--- src/rtl/de_regfile_scoreboard.sv ---
// Decode-stage register file with a per-register pending-writer scoreboard.
// Tracks outstanding writers per register in saturating counters, stalls the
// decode slot on RAW hazards or counter saturation, forwards WB data to the
// read ports (BYPASS=1), and supports squash and flush of in-flight writers.
//
// Ports:
//   clk, reset                 clock, asynchronous active-high reset
//   dec_valid/rs1/rs2/rd/...   decode-slot instruction description
//   dec_ready, dec_issue       hazard-free indication and actual issue
//   rdata1, rdata2             source operand values
//   wb_valid/wb_rd/wb_data     writeback port
//   sq_valid/sq_rd             squash of an issued writer
//   flush                      clear all pending counters
//   err_underflow              sticky counter-underflow flag
//   stall_cycles               saturating count of stalled valid cycles
module de_regfile_scoreboard #(
  parameter int unsigned DBITS     = 32,
  parameter int unsigned REGWORDS  = 32,
  parameter int unsigned REGNOBITS = 5,
  parameter int unsigned CNTBITS   = 2,
  parameter int unsigned BYPASS    = 1,
  parameter int unsigned ZERO_REG  = 1
) (
  input  logic                 clk,
  input  logic                 reset,
  input  logic                 dec_valid,
  input  logic [REGNOBITS-1:0] dec_rs1,
  input  logic [REGNOBITS-1:0] dec_rs2,
  input  logic                 dec_rs1_used,
  input  logic                 dec_rs2_used,
  input  logic [REGNOBITS-1:0] dec_rd,
  input  logic                 dec_wr_reg,
  output logic                 dec_ready,
  output logic                 dec_issue,
  output logic [DBITS-1:0]     rdata1,
  output logic [DBITS-1:0]     rdata2,
  input  logic                 wb_valid,
  input  logic [REGNOBITS-1:0] wb_rd,
  input  logic [DBITS-1:0]     wb_data,
  input  logic                 sq_valid,
  input  logic [REGNOBITS-1:0] sq_rd,
  input  logic                 flush,
  output logic                 err_underflow,
  output logic [31:0]          stall_cycles
);

  localparam int unsigned CW = CNTBITS + 2;
  localparam logic [CNTBITS-1:0] PendMax = '1;

  logic [DBITS-1:0]   regs_q [REGWORDS];
  logic [CNTBITS-1:0] pend_q [REGWORDS];
  logic [CNTBITS-1:0] pend_d [REGWORDS];
  logic               err_q;
  logic [31:0]        stall_q;

  logic               hazard1, hazard2, sat_stall, underflow;
  logic [CW-1:0]      up_v, dn_v;

  // Register 0 is never tracked or written when hardwired to zero.
  function automatic logic tracked(input logic [REGNOBITS-1:0] idx);
    return !((ZERO_REG != 0) && (idx == '0));
  endfunction

  // Combinational reads with optional WB forwarding; x0 override wins.
  always_comb begin
    rdata1 = regs_q[dec_rs1];
    if ((BYPASS != 0) && wb_valid && (wb_rd == dec_rs1)) rdata1 = wb_data;
    if (!tracked(dec_rs1)) rdata1 = '0;
    rdata2 = regs_q[dec_rs2];
    if ((BYPASS != 0) && wb_valid && (wb_rd == dec_rs2)) rdata2 = wb_data;
    if (!tracked(dec_rs2)) rdata2 = '0;
  end

  // A source is clear if nothing is pending, or the only pending writer
  // completes this very cycle and its data is forwarded.
  always_comb begin
    hazard1 = dec_rs1_used && tracked(dec_rs1) && (pend_q[dec_rs1] != '0);
    if ((BYPASS != 0) && (pend_q[dec_rs1] == CNTBITS'(1)) && wb_valid && (wb_rd == dec_rs1))
      hazard1 = 1'b0;
    hazard2 = dec_rs2_used && tracked(dec_rs2) && (pend_q[dec_rs2] != '0);
    if ((BYPASS != 0) && (pend_q[dec_rs2] == CNTBITS'(1)) && wb_valid && (wb_rd == dec_rs2))
      hazard2 = 1'b0;
    sat_stall = dec_wr_reg && tracked(dec_rd) && (pend_q[dec_rd] == PendMax);
  end

  assign dec_ready     = !hazard1 && !hazard2 && !sat_stall;
  assign dec_issue     = dec_valid && dec_ready;
  assign err_underflow = err_q;
  assign stall_cycles  = stall_q;

  // Per-register counter next state: +issue, -WB, -squash, clamped at zero.
  always_comb begin
    pend_d    = pend_q;
    underflow = 1'b0;
    up_v      = '0;
    dn_v      = '0;
    for (int unsigned r = 0; r < REGWORDS; r++) begin
      up_v = {2'b00, pend_q[r]};
      dn_v = '0;
      if (tracked(REGNOBITS'(r))) begin
        if (dec_issue && dec_wr_reg && (dec_rd == REGNOBITS'(r))) up_v = up_v + CW'(1);
        if (wb_valid && (wb_rd == REGNOBITS'(r))) dn_v = dn_v + CW'(1);
        if (sq_valid && (sq_rd == REGNOBITS'(r))) dn_v = dn_v + CW'(1);
      end
      if (flush) begin
        pend_d[r] = '0;
      end else if (up_v < dn_v) begin
        pend_d[r] = '0;
        underflow = 1'b1;
      end else begin
        pend_d[r] = CNTBITS'(up_v - dn_v);
      end
    end
  end

  always_ff @(posedge clk or posedge reset) begin
    if (reset) begin
      for (int unsigned r = 0; r < REGWORDS; r++) begin
        regs_q[r] <= '0;
        pend_q[r] <= '0;
      end
      err_q   <= 1'b0;
      stall_q <= '0;
    end else begin
      if (wb_valid && tracked(wb_rd)) regs_q[wb_rd] <= wb_data;
      for (int unsigned r = 0; r < REGWORDS; r++) pend_q[r] <= pend_d[r];
      if (underflow) err_q <= 1'b1;
      if (dec_valid && !dec_ready && (stall_q != '1)) stall_q <= stall_q + 32'd1;
    end
  end

endmodule

--- config.mk ---
export PLATFORM = sky130hd
export DESIGN_NAME = de_regfile_scoreboard
export DESIGN_NICKNAME = d
export VERILOG_FILES = /design/src/rtl/de_regfile_scoreboard.sv
export SDC_FILE = /design/constraint.sdc
export NUM_CORES = 2
export LEC_CHECK = 0
export ABC_AREA = 0
export BUFFER_PORTS_ARGS = -buffer_cell sky130_fd_sc_hd__buf_2
export CAP_MARGIN = 5
export CORE_MARGIN = 4
export CORE_UTILIZATION = 38
export DETAILED_ROUTE_END_ITERATION = 10
export SLEW_MARGIN = 10
export SYNTH_ARGS = -nofsm -noshare
export SYNTH_HDL_FRONTEND = slang
export SYNTH_SLANG_ARGS = --single-unit
--- constraint.sdc ---
create_clock -name clk -period 55.5 [get_ports clk]
set_input_delay 11.1 -clock clk [delete_from_list [all_inputs] [get_ports clk]]
set_output_delay 11.1 -clock clk [all_outputs]
set_load 0.005 [all_outputs]
=== Word level (Yosys, flattened, before mapping) ===
Cells that the tools add are included.

* $add $sub $neg: 94
* Multiply operators: 0
* Div/mod/pow operators: 0
* Magnitude comparators: 36
* Eq/ne operators: 99
* Shift-type cells: 0
* Mux-type cells: 241
* Bitwise gates (word level): 4
* Reduce and logical (&&, ||, !) cells: 127

{| class="wikitable"
|+ Operators by type and width
! kind !! count
|-
| $bwmux 1024 || 1
|-
| $bmux 32 s5 || 2
|-
| $mux 32 || 9
|-
| $eq 5x5->1 const B || 48
|-
| $demux 32 s5 || 1
|-
| $mux 2 || 69
|-
| $add 4x1->4 const B || 30
|-
| $eq 5x4->1 const B || 24
|-
| $lt 3x4->1 || 30
|-
| $mux 4 || 30
|-
| $logic_and 1x1->1 || 113
|-
| $mux 1 || 95
|-
| $add 2x1->3 const B || 31
|-
| $mux 3 || 31
|-
| $sub 2x2->2 || 31
|-
| $eq 5x3->1 const B || 12
|-
| $add 32x1->32 const B || 1
|-
| $ne 32x32->1 const B || 1
|-
| $bmux 2 s5 || 3
|-
| $eq 5x2->1 const B || 6
|-
| $ge 6x6->1 const B || 4
|-
| $not 5->6 || 4
|-
| $logic_not 5->1 || 4
|-
| $eq 5x1->1 const B || 3
|-
| 8 further kinds || 18
|}

* Flip-flop bits (word level): 1,119
* Latch bits: 0
* RAM bits: 0
* ROM bits: 0
* Input bits: 66
* Output and inout bits: 99
* Logic and storage cells: 666
* Memories: 0

=== Longest topological paths before layout ===
* Word-level depth: 78
* Depth in mapped cells: 25
* Depth with buffers taken out: 19

=== Worst setup path before layout ===
No wires, ideal clock.

* Path type: input to output
* Start point: in dec_rs2[0]
* End point: out rdata2[11]
* Arrival: 13.804 ns
* Required time: 44.400 ns
* Setup slack: 30.596 ns
* Cell stages on the path: 9
* Buffers on the path: 5
* Cells stage by stage: buf_4 buf_2 buf_2 buf_2 buf_1 mux4_2 mux4_2 mux2i_1 a211oi_1

* Longest elaborated chain between the ends: 6
* Elaborated cells between the ends (all ways): 9
* Classes of those cells: 1 x eq/ne; 5 x mux; 1 x bitwise; 2 x reduce/logical

{| class="wikitable"
|+ RTL lines
! element !! RTL line !! RTL
|-
| start: declaration || 28 || <nowiki>input logic [REGNOBITS-1:0] dec_rs2,</nowiki>
|-
| $not 5->6 (not written as such) || 69 || <nowiki>rdata2 = regs_q[dec_rs2];</nowiki>
|-
| $bmux 32 s5 || 69 ||
|-
| $mux 32 (not written as such) (2 in series) || 69 ||
|-
| $mux 32 || 70 || <nowiki>if ((BYPASS != 0) && wb_valid && (wb_rd == dec_rs2)) rdata2 = wb_data;</nowiki>
|-
| $mux 32 * || 71 || <nowiki>if (!tracked(dec_rs2)) rdata2 = '0;</nowiki>
|-
| end: declaration || 36 || <nowiki>output logic [DBITS-1:0] rdata2,</nowiki>
|}

Mark *: on every way between the ends. The rest lies on a longest branch, timed or not. The select of a mux whose other input is x is not followed.

=== Final worst setup path ===
* Start point: in dec_rs2[0]
* End point: out rdata2[26]

Same word-level chain as after synthesis.

==> qor.yml <==
status: "finished, final reports clean"
antenna_left: 0
hpwlAfterDp_um: 116000
cts_tree: "built"
die-area_um2: 174000
critPathSlowestCell: "buf_12"
hold_violations: 0
synth_top_family_by_area: "multiplexers"
grt_start_max_net_pins: 190
grt.busiest_layer: "met2"
p_leak_nw: 31.9
synth_area_um2: 63600
vias: 45297
core_area_um2: 166000
start_util: 0.384
drive_gt1_frac: 0.321
synth_fa_ha_area_frac: 0.0281
yosysWarnings: 0
max_stage_delay_ns: 0.79
fp-row-count: 149
grtUsageMet1: 0.335
worst-path-buf-inv: 5
dr.pass1.iters: 6
cp.required_ns: 44.40
min_path_type: "reg2reg"
io_buffers: 164
synth.area.mux_share: 0.341
gp_congestion: 0.895
synth-compound-area-share: 0.0189
synth_top_area_cell: "dfrtp_1"
avgSynthCellArea_um2: 12.0
ctsHoldBuffers: 0
start_kind: "primary input"
max_freq_ghz: 0.0371
synth_xor_area_frac: 0.0100
root_buffer: "clkbuf_16"
drt_iter0_drc: 5692
worst_setup_path_end_kind: "output pin"
wire_per_inst_um: 29.1
io_pins: 165
synth_cells: 5318
antenna_found_initial: 12
fin_skew_ns: 0.0225
synth_edf_count: 0
synth_area_leaders: "dfrtp_1 44%, mux4_2 23%, nand2_1 9.4%"
cts_max_path_buffers: 3
worstMarginPinSlew_ns: 1.20
cts_buffers: 120
synth-main-ff-cell: "dfrtp_1"
cp.arrival_ns: 15.87
die_h_um: 417
period_minus_slack_ns: 26.97
fin_hold_ws_ns: 0.395
cts_setup_buffers: 0
p_per_area_nw_per_um2: 33.8
crit_family: "buffers and inverters"
slew_headroom: 0.197
min_period_over_period: 0.486
finalWirelength_um: 218000
grt_pass1_vias: 46018
globalRouteMet2Util: 0.395
die_width_um: 417
nNetsFinal: 5392
yosysSeqAreaShare: 0.440
viasPerCell: 6.05
grtUsageMet3: 0.0474
worstSetupPathType: "in2out"
grt_usage: 0.249
vdd_drop_max_v: 0.0000252
rsz0062_at_grt: "no"
fin_setup_tns_ns: 0
synth_fp_nets: 5509
cts_resized: 0
drv_slew: 0
insertion_delay_ns: 0.76
fill_cells: 15150
h-tree-depth: 3
clkSinkCount: 1119
grt_pass1_wl_um: 320000
synth.top_cell.area_share: 0.440
ys_ff_latch: 1119
crit_chain: "buf_8 > buf_4 > buf_12 > buf_4 > mux4_2 > mux4_2 > mux2i_1 > a211oi_1 > buf_2"
clk_pin_slew_ns: 0.06
drc: 0
path_max_fanout: 115
ys_types: 68
async_flop_share: 1.00
grt-ovfl-total: 0
synth_simple_gate_area_frac: 0.125
drv_cap: 0
area_growth_pct: 10.6
final-setup-viol-count: 0
-- registers in the layout, indices dropped and copies added (netlist names) --
| name | count |
|---|---|
| pend_q | 62 |
| err_underflow | 1 |
| stall_cycles | 32 |
| regs_q | 1024 |
-- path summary, 6_finish.rpt --
kind	startpoint	to	slack, ns	cells past startpoint
worst max-delay path	dec_rs2[0]	rdata2[26]	28.53	9
worst min-delay path	regs_q[1000]	regs_q[1000]	0.39	0
worst max register to register	pend_q[38]	err_underflow	49.07	19
worst min register to register	regs_q[1000]	regs_q[1000]	0.39	0
max in group asynchronous	reset	regs_q[526]	40.51	7
min in group asynchronous	reset	pend_q[30]	10.44	2
-- power breakdown --
group	switching (mW)	total (mW)	leakage [nW]	internal [mW]
clock network	0.357	0.836	2.01	0.479
registers	0.108	1.06	14.5	0.957
logic	0.208	0.478	15.3	0.271
-- synth_stat cells, types with 4 or more instances --
cell and n:
a211oi_1 67, a21oi_1 13, a221o_1 4, a22o_1 4, a22oi_1 7, a41o_1 9
and2_1 8, and3_1 22, and4_1 6, buf_1 91, buf_2 16, buf_6 4
clkbuf_1 379, dfrtp_1 1119, fa_1 30, ha_1 95, inv_1 98, mux2_2 519
mux2i_1 99, mux4_2 661, nand2_1 1596, nand2b_1 11, nand3_1 45, nand4_1 24
nor2_1 166, nor2b_1 15, nor3_1 25, nor3b_1 31, nor4_1 5, o2111ai_1 4
o211ai_1 4, o21ai_0 6, o21bai_1 5, o41ai_1 5, or2_2 5, or3_1 5
xnor2_1 63, xor2_1 10
-- final cells by class --
| cell class | instances | area [µm²] | area share |
|---|---|---|---|
| repair buffers | 254 | 1630 | 0.0232 |
| inverters | 100 | 389 | 0.00553 |
| clock inverters | 37 | 483 | 0.00686 |
| well taps | 2189 | 2740 | 0.0389 |
| flip-flops and latches | 1119 | 28000 | 0.398 |
| diodes | 7 | 17.5 | 0.000249 |
| multi-input cells | 3606 | 33500 | 0.476 |
| clock buffers | 178 | 3620 | 0.0515 |
-- cell usage in the layout (no fill, tap or decap), types with 24 or more instances in the layout --
cell type / n
fa_1: 30
ha_1: 95
mux4_2: 661
xnor2_1: 63
a211oi_1: 67
nor2_1: 153
clkbuf_16: 122
nor3b_1: 31
clkbuf_8: 36
mux2_2: 519
nand4_1: 24
mux2i_1: 99
dfrtp_1: 1119
buf_4: 87
inv_1: 81
nand3_1: 40
buf_2: 155
nand2_1: 1591
-- per-stage QoR --
step                      power, mW  utilization  cell area, µm²  std cells  setup WS (ns)
after global routing           2.48        0.425           70400       7490          28.12
after global placement         1.53        0.400           66300       7268          28.43
after CTS                      2.39        0.425           70400       7483          28.38
final                          2.38        0.425           70400       7490          28.53
after floorplan                1.41            -           63600       5318          12.89
after detailed placement       1.55        0.400           66300       7268          28.34
-- logic make-up after synthesis --
group,count (synthesis)
mux,1279
simple gates,1978
flops,1119
fa+ha+maj,125
buf+inv,593
compound gates,151
xor+xnor,73
-- worst register-to-register path: stages (launching register included) --
cell and delay (ns):
dfrtp_1 0.49, mux4_2 0.50, nor2_1 0.11, a21oi_1 0.06
a311oi_1 0.66, o311ai_2 0.34, or3_1 0.71, inv_6 0.35
nand2_1 0.41, nor2_1 0.33, xnor2_1 0.12, ha_1 0.21
inv_1 0.06, fa_1 0.15, inv_1 0.04, o41ai_1 0.12
nand4_1 0.15, nor4bb_1 0.83, nand4_1 0.30, o32a_1 0.36
-- layer usage --
layer	vias up	share of wire	routed length, µm
met2	2272	0.47	102000
met4	2	0.049	10600
li1	18658	-	-
met5	-	0.000037	8
met1	23878	0.40	86600
met3	487	0.086	18800
Note: power is estimated with default switching activity, not from simulation.
